File: src/rtl/awgn_pkg.sv
// Package awgn_pkg
//  Shared number formats and helpers for the awgn generator, the awgn_channel
//  consumer and the bit-error checker.
//  - Q4.11 signed sample format (awgn samples, soft symbols)
//  - Q1.15 unsigned sigma multiplier format
//  - BPSK_POS / BPSK_NEG: +1.0 / -1.0 in Q4.11
//  - sat_w(): clamp a signed value into a w-bit two's-complement range
package awgn_pkg;

  localparam int AWGN_W        = 16;    // sample / scale word width
  localparam int Q_FRAC        = 11;    // fractional bits of Q4.11
  localparam int SCALE_FR_DEF  = 15;    // fractional bits of Q1.15
  localparam int AMP_DEF       = 2048;  // 1.0 in Q4.11
  localparam int FRAME_LEN_DEF = 1024;

  localparam logic signed [AWGN_W-1:0] BPSK_POS = 16'sh0800;
  localparam logic signed [AWGN_W-1:0] BPSK_NEG = 16'shF800;

  // Clamp x into [-2^(w-1), 2^(w-1)-1]; w must be in 2..31.
  function automatic logic signed [31:0] sat_w(input logic signed [31:0] x, input int w);
    logic signed [31:0] hi;
    logic signed [31:0] lo;
    hi = (32'sd1 <<< (w - 1)) - 32'sd1;
    lo = -hi - 32'sd1;
    if (x > hi) begin
      return hi;
    end else if (x < lo) begin
      return lo;
    end
    return x;
  endfunction

endpackage

File: src/rtl/awgn_scale_mult.sv
// Module awgn_scale_mult
//  Registered sigma scaling: scaled = round_half_up(sample * scale / 2^SCALE_FR).
//  sample is signed, scale is unsigned; result is W+2 bits signed, enough for
//  the full range of a Q1.15 multiplier just under 2.0.
// Ports
//  clk, rst      clock, synchronous active-high reset
//  en            advance enable (low = hold output register)
//  in_valid      sample/scale qualify
//  sample        signed W-bit input sample
//  scale         unsigned W-bit multiplier
//  out_valid     registered valid
//  scaled        registered signed W+2-bit result
module awgn_scale_mult #(
  parameter int W        = 16,
  parameter int SCALE_FR = 15
) (
  input  logic                clk,
  input  logic                rst,
  input  logic                en,
  input  logic                in_valid,
  input  logic [W-1:0]        sample,
  input  logic [W-1:0]        scale,
  output logic                out_valid,
  output logic signed [W+1:0] scaled
);

  localparam int PW = 2 * W + 1;
  localparam logic signed [PW-1:0] HALF = PW'(1) << (SCALE_FR - 1);

  logic signed [PW-1:0] a_ext;
  logic signed [PW-1:0] b_ext;
  logic signed [PW-1:0] prod;
  logic signed [PW-1:0] rnd;
  logic signed [W+1:0]  scaled_next;

  // Both operands widened to the full product width so the multiply is exact
  // and no implicit context extension is involved.
  always_comb begin
    a_ext       = {{(W + 1){sample[W-1]}}, sample};
    b_ext       = {{(W + 1){1'b0}}, scale};
    prod        = a_ext * b_ext;
    rnd         = prod + HALF;
    scaled_next = (W + 2)'(rnd >>> SCALE_FR);
  end

  always_ff @(posedge clk) begin
    if (rst) begin
      out_valid <= 1'b0;
      scaled    <= '0;
    end else if (en) begin
      out_valid <= in_valid;
      if (in_valid) begin
        scaled <= scaled_next;
      end
    end
  end

endmodule

File: src/rtl/awgn_channel.sv
// Module awgn_channel
//  BPSK + scaled AWGN channel model. Each accepted data bit is mapped to
//  +/-AMP, the noise sample captured with it is scaled by noise_scale, the two
//  are added and saturated into a signed Q4.11 soft symbol. 3-stage pipeline
//  (capture, scale, add/saturate) with a single global stall.
// Ports
//  clk, rst       clock, synchronous active-high reset
//  awgn_in        signed Q4.11 noise sample, new value every cycle
//  noise_scale    unsigned Q1.15 sigma multiplier, sampled on accept
//  in_valid/in_ready/in_bit     input handshake; bit 0 -> +AMP, 1 -> -AMP
//  out_valid/out_ready/soft_out output handshake, soft symbol
//  out_last       last symbol of a FRAME_LEN-symbol frame
//  sym_count      output handshakes since reset (wrapping)
// Optional build macro AWGN_CHAN_STATS_EN adds:
//  sat_count      saturating count of saturated symbols handed downstream
//  stats_clr      synchronous clear of sat_count (wins over increment)
module awgn_channel
  import awgn_pkg::*;
#(
  parameter int W         = AWGN_W,
  parameter int AMP       = AMP_DEF,
  parameter int SCALE_FR  = SCALE_FR_DEF,
  parameter int FRAME_LEN = FRAME_LEN_DEF
) (
  input  logic         clk,
  input  logic         rst,
  input  logic [W-1:0] awgn_in,
  input  logic [W-1:0] noise_scale,
  input  logic         in_valid,
  output logic         in_ready,
  input  logic         in_bit,
  output logic         out_valid,
  input  logic         out_ready,
  output logic [W-1:0] soft_out,
  output logic         out_last,
  output logic [31:0]  sym_count
`ifdef AWGN_CHAN_STATS_EN
  ,
  output logic [15:0]  sat_count,
  input  logic         stats_clr
`endif
);

  localparam int CW = (FRAME_LEN > 1) ? $clog2(FRAME_LEN) : 1;
  localparam logic [CW-1:0] LAST_IDX = CW'(FRAME_LEN - 1);
  localparam logic signed [W+2:0] AMP_P = (W + 3)'(AMP);
  localparam logic signed [W+2:0] AMP_N = -AMP_P;

  logic stall;
  logic accept;
  logic out_hs;

  // S1: capture
  logic         s1_valid_reg;
  logic         s1_bit_reg;
  logic [W-1:0] s1_awgn_reg;
  logic [W-1:0] s1_scale_reg;

  // S2: scaled noise (inside awgn_scale_mult) plus the data bit riding along
  logic                s2_valid;
  logic signed [W+1:0] s2_n;
  logic                s2_bit_reg;

  // S3: output register
  logic                out_valid_reg;
  logic [W-1:0]        soft_out_reg;
  logic                sat_reg;
  logic signed [W+2:0] sum_next;
  logic signed [31:0]  sum_ext;
  logic [W-1:0]        soft_next;
  logic                sat_next;

  logic [CW-1:0] frame_cnt_reg;
  logic [31:0]   sym_count_reg;

  // Only a held output can stall; an empty output stage always lets data in.
  assign stall    = out_valid_reg & ~out_ready;
  assign in_ready = ~rst & ~stall;
  assign accept   = in_valid & in_ready;
  assign out_hs   = out_valid_reg & out_ready;

  always_ff @(posedge clk) begin
    if (rst) begin
      s1_valid_reg <= 1'b0;
      s1_bit_reg   <= 1'b0;
      s1_awgn_reg  <= '0;
      s1_scale_reg <= '0;
    end else if (!stall) begin
      s1_valid_reg <= accept;
      if (accept) begin
        s1_bit_reg   <= in_bit;
        s1_awgn_reg  <= awgn_in;
        s1_scale_reg <= noise_scale;
      end
    end
  end

  awgn_scale_mult #(
    .W        (W),
    .SCALE_FR (SCALE_FR)
  ) u_scale (
    .clk       (clk),
    .rst       (rst),
    .en        (~stall),
    .in_valid  (s1_valid_reg),
    .sample    (s1_awgn_reg),
    .scale     (s1_scale_reg),
    .out_valid (s2_valid),
    .scaled    (s2_n)
  );

  always_ff @(posedge clk) begin
    if (rst) begin
      s2_bit_reg <= 1'b0;
    end else if (!stall && s1_valid_reg) begin
      s2_bit_reg <= s1_bit_reg;
    end
  end

  always_comb begin
    sum_next  = {s2_n[W+1], s2_n} + (s2_bit_reg ? AMP_N : AMP_P);
    sum_ext   = 32'(sum_next);
    soft_next = W'(sat_w(sum_ext, W));
    sat_next  = (sum_ext != sat_w(sum_ext, W));
  end

  always_ff @(posedge clk) begin
    if (rst) begin
      out_valid_reg <= 1'b0;
      soft_out_reg  <= '0;
      sat_reg       <= 1'b0;
    end else if (!stall) begin
      out_valid_reg <= s2_valid;
      if (s2_valid) begin
        soft_out_reg <= soft_next;
        sat_reg      <= sat_next;
      end
    end
  end

  always_ff @(posedge clk) begin
    if (rst) begin
      frame_cnt_reg <= '0;
      sym_count_reg <= '0;
    end else if (out_hs) begin
      frame_cnt_reg <= (frame_cnt_reg == LAST_IDX) ? '0 : CW'(frame_cnt_reg + 1'b1);
      sym_count_reg <= sym_count_reg + 32'd1;
    end
  end

  assign out_valid = out_valid_reg;
  assign soft_out  = soft_out_reg;
  assign out_last  = out_valid_reg & (frame_cnt_reg == LAST_IDX);
  assign sym_count = sym_count_reg;

`ifdef AWGN_CHAN_STATS_EN
  logic [15:0] sat_count_reg;

  always_ff @(posedge clk) begin
    if (rst || stats_clr) begin
      sat_count_reg <= '0;
    end else if (out_hs && sat_reg && sat_count_reg != 16'hFFFF) begin
      sat_count_reg <= sat_count_reg + 16'd1;
    end
  end

  assign sat_count = sat_count_reg;
`endif

endmodule
File: config.mk
export PLATFORM = sky130hd
export DESIGN_NAME = awgn_channel
export DESIGN_NICKNAME = d
export VERILOG_FILES = /design/src/rtl/awgn_pkg.sv /design/src/rtl/awgn_scale_mult.sv /design/src/rtl/awgn_channel.sv
export SDC_FILE = /design/constraint.sdc
export NUM_CORES = 1
export LEC_CHECK = 0
export BUFFER_PORTS_ARGS = -buffer_cell sky130_fd_sc_hd__buf_2
export CAP_MARGIN = 20
export CORE_UTILIZATION = 57
export CTS_BUF_LIST = sky130_fd_sc_hd__clkbuf_16
export CTS_CLUSTER_DIAMETER = 150
export DETAILED_ROUTE_END_ITERATION = 12
export PLACE_DENSITY = 0.9
export SLEW_MARGIN = 20
export SYNTH_ARGS = -nofsm -noshare
export SYNTH_HDL_FRONTEND = slang
export SYNTH_SLANG_ARGS = --single-unit
File: constraint.sdc
create_clock -name clk -period 5.7 [get_ports clk]
set_clock_uncertainty 0.05 [all_clocks]
set_input_delay 0.57 -clock clk [delete_from_list [all_inputs] [get_ports clk]]
set_output_delay 0.57 -clock clk [all_outputs]
set_load 0.05 [all_outputs]
==> reports/results.ini <==
[worst_setup_path]
r2r_start=s1_awgn_reg[6]
crit_type=reg -> reg
r2r_cells=18
crit_path_end_kind=flop
crit_chain=and2_1 > fa_1 > inv_1 > fa_1 > fa_1 > fa_1 > inv_1 > fa_1 > fa_1 > ha_4 > nand2_4 > o211ai_1 > nor2_2 > a2111oi_4 > buf_4 > o211ai_1 > nand4b_1 > o311ai_1
crit_path_frequent_cell=fa_1
required_ns=5.96
regToRegSetupSlack_ns=-0.37
cp-start-kind=flop
r2r-end=u_scale.scaled[16]
cpMaxStageDelayCell=fa_1
cp_max_fo=8
cp.arrival_ns=6.33
cpPeakStageDelay_ns=0.73

[timing]
timing.final.ws_setup_ns=-0.372
final-hold-violation-count=0
finalCritPeriodShare_pct=107
relSlewSlack_pct=48.7
period_minus_slack_ns=6.07
rsz0062_at_grt=true
fmax_mhz=165
holdWs_ns=0.254
worstMarginPinSlew_ns=0.770
slew_violations=0
setup_viol=16

[yosys]
syn_area_per_cell_um2=8.62
async_reset_ff_share_pct=0
synth_top_cell_area_share_pct=29.3
synth_seq_cells=113
ys_seq_area_share_pct=17.0
synthTopCellsByCount=267 x nand2_1, 230 x inv_1, 195 x fa_1
syn_area_um2=13300
ys.flop_type=dfxtp_1
synth-warning-count=0
synth_edf_count=0
synthCells=1545
synthTopCellsByArea=fa_1 29%, dfxtp_1 17%, ha_1 12%, nand2_1 7.5%, inv_1 6.5%
yosysMostFrequentCell=nand2_1
synth.distinct_cells=64
synth_fp_nets=1903
yosysTopAreaCell=fa_1

[final_layout]
fin_nets=2074
largest_reg_flops=32
multi_input_comb_area_um2=10400
stdcell_count=2042
area_delta_synth_final_pct=20.6
regArea_um2=2330
antennaDiodeCount=0
fillers=1445
drive_above_1_share_pct=21.3

[placement]
port-buffer-count=87
gp_congestion=0.951
pre_cts_ws_ns=-0.370
place_inst=1994
dp_hpwl_mm=27.6

[worst_hold_path]
hold_start=awgn_in[11]
hold_depth=3
min_path_type=in -> reg
min_to=s1_awgn_reg[11]

[detailed_routing]
drt_iter0_drc=1284
vias=12400
drc=0
ant_nets=0
wl_per_cell_um=20.4
drtPass1Iterations=6
drt_wl_total_mm=41.7
via_per_inst=6.06

[global_routing]
antenna_found_initial=0
grt_max_degree=76
grt_pass1_wl_mm=64.9
first_global_vias=13200
grt_overflow=0
grt_usage_pct=34.8

[pwr]
leakage_nw=7.97
peakVddDrop_v=0.000182
power_density_nw_per_um2=229

[status]
failed_checks=setup timing
status=complete, but fails checks

[die]
fp.dieArea_um2=24000
die_w_um=155
die_h_um=155
io_pins=88
rows=55
core-area_um2=22800
start_util_pct=58.5

[clock_network]
cts_root_buf=clkbuf_16
worstSkewPairLatency_ns=0.45
numCtsBuffers=17
cts_tree=yes
path_clk_slew_ns=0.07
cts_buffer_depth=2
htreeDepth=4
cts_sinks=113

[flow_run]
cap_violations=0

==> layer usage <==
layer / up-vias / track usage [%] / wire (um)
li1: 5236 / - / -
met1: 5920 / 37.0 / 13900
met2: 884 / 60.7 / 20400
met3: 330 / 8.94 / 4030
met4: 0 / 23.6 / 3340
met5: - / 0.621 / 0
==> worst max-delay path by stage <==
| stage | start | endpoint | slack [ns] |
|---|---|---|---|
| finish | s1_awgn_reg[6] | u_scale.scaled[16] | -0.37 |
| global route | s1_awgn_reg[6] | u_scale.scaled[15] | -0.74 |
| CTS | s1_awgn_reg[6] | u_scale.scaled[9] | -0.04 |
| detailed placement | s1_scale_reg[4] | u_scale.scaled[9] | -0.37 |
| global placement | s1_scale_reg[9] | u_scale.scaled[6] | -0.22 |
| floorplan | s1_awgn_reg[5] | u_scale.scaled[9] | 0.003 |
==> cells in the final DEF (no fill, tap or decap), types with 10 or more instances in the layout <==
master     synthesis  layout
a211oi_1          20      19
a21o_1            11      11
a21oi_1           39      27
and2_1           118     110
and3_1            11      11
buf_2              3      87
buf_4              4     120
clkbuf_16          0      17
dfxtp_1          113      87
dfxtp_2            0      13
dfxtp_4            0      13
fa_1             195     181
fa_2               0      14
ha_1             126     115
ha_4               0      11
inv_1            230     218
inv_2              0      12
nand2_1          267     263
nand2b_1          12      12
nand3_1           26      24
nand3b_1          38      38
nand4_1           16      16
nor2_1            95      92
o211ai_1          10      10
o21ai_0           21      10
xnor2_1           18      18
xor2_1            30      30
==> where the power goes <==
group,switching [mW],leakage (nW),total [mW],internal (mW)
Clock,0.450,0.283,1.10,0.647
Sequential,0.0620,0.934,0.895,0.833
Combinational,0.972,6.75,1.69,0.717
Total,1.48,7.97,3.68,2.20
==> worst max-delay path: cells and delay by family, from the launching register on <==
family	cells	cell delay [ns]
buf+inv	3	0.38
fa+ha+maj	7	3.63
simple gates	4	0.52
flops	1	0.37
compound gates	4	0.99
==> cell families (layout without fill, tap and decap cells) <==
| family | count (synthesis) | count (layout) | share of synthesized area [%] |
|---|---|---|---|
| mux | 2 | 2 | 0.160 |
| flops | 113 | 113 | 17.0 |
| fa+ha+maj | 321 | 321 | 41.1 |
| buf+inv | 299 | 483 | 8.57 |
| compound gates | 142 | 142 | 7.32 |
| xor+xnor | 48 | 48 | 3.16 |
| simple gates | 620 | 620 | 22.7 |
==> area by class of cell <==
cell class	count	area share (%)
clock inverters	15	1.00
repair buffers	221	9.50
inverters	230	5.38
well taps	313	2.44
flip-flops and latches	113	14.5
multi-input cells	1133	64.5
clock buffers	17	2.65
==> metrics by stage <==
stage          util (%)  power [mW]  setup TNS [ns]  area, um^2
5_1_grt            70.5        3.84           -8.73       16100
6_report           70.5        3.68           -3.75       16100
2_1_floorplan         -        1.73               0       13400
3_3_place_gp       65.2        2.16           -1.45       14800
3_5_place_dp       65.2        2.22           -3.05       14800
4_1_cts            69.3        3.46         -0.0894       15800
==> timing repair <==
item / CTS / global route
buffers inserted: 8 / 7
pin swaps: 47 / 52
gates cloned: 0 / 0
setup endpoints to repair: 16 / 17
hold buffers: 0 / 0
resized for setup: 82 / 70
Note: power is estimated with default switching activity, not from simulation.
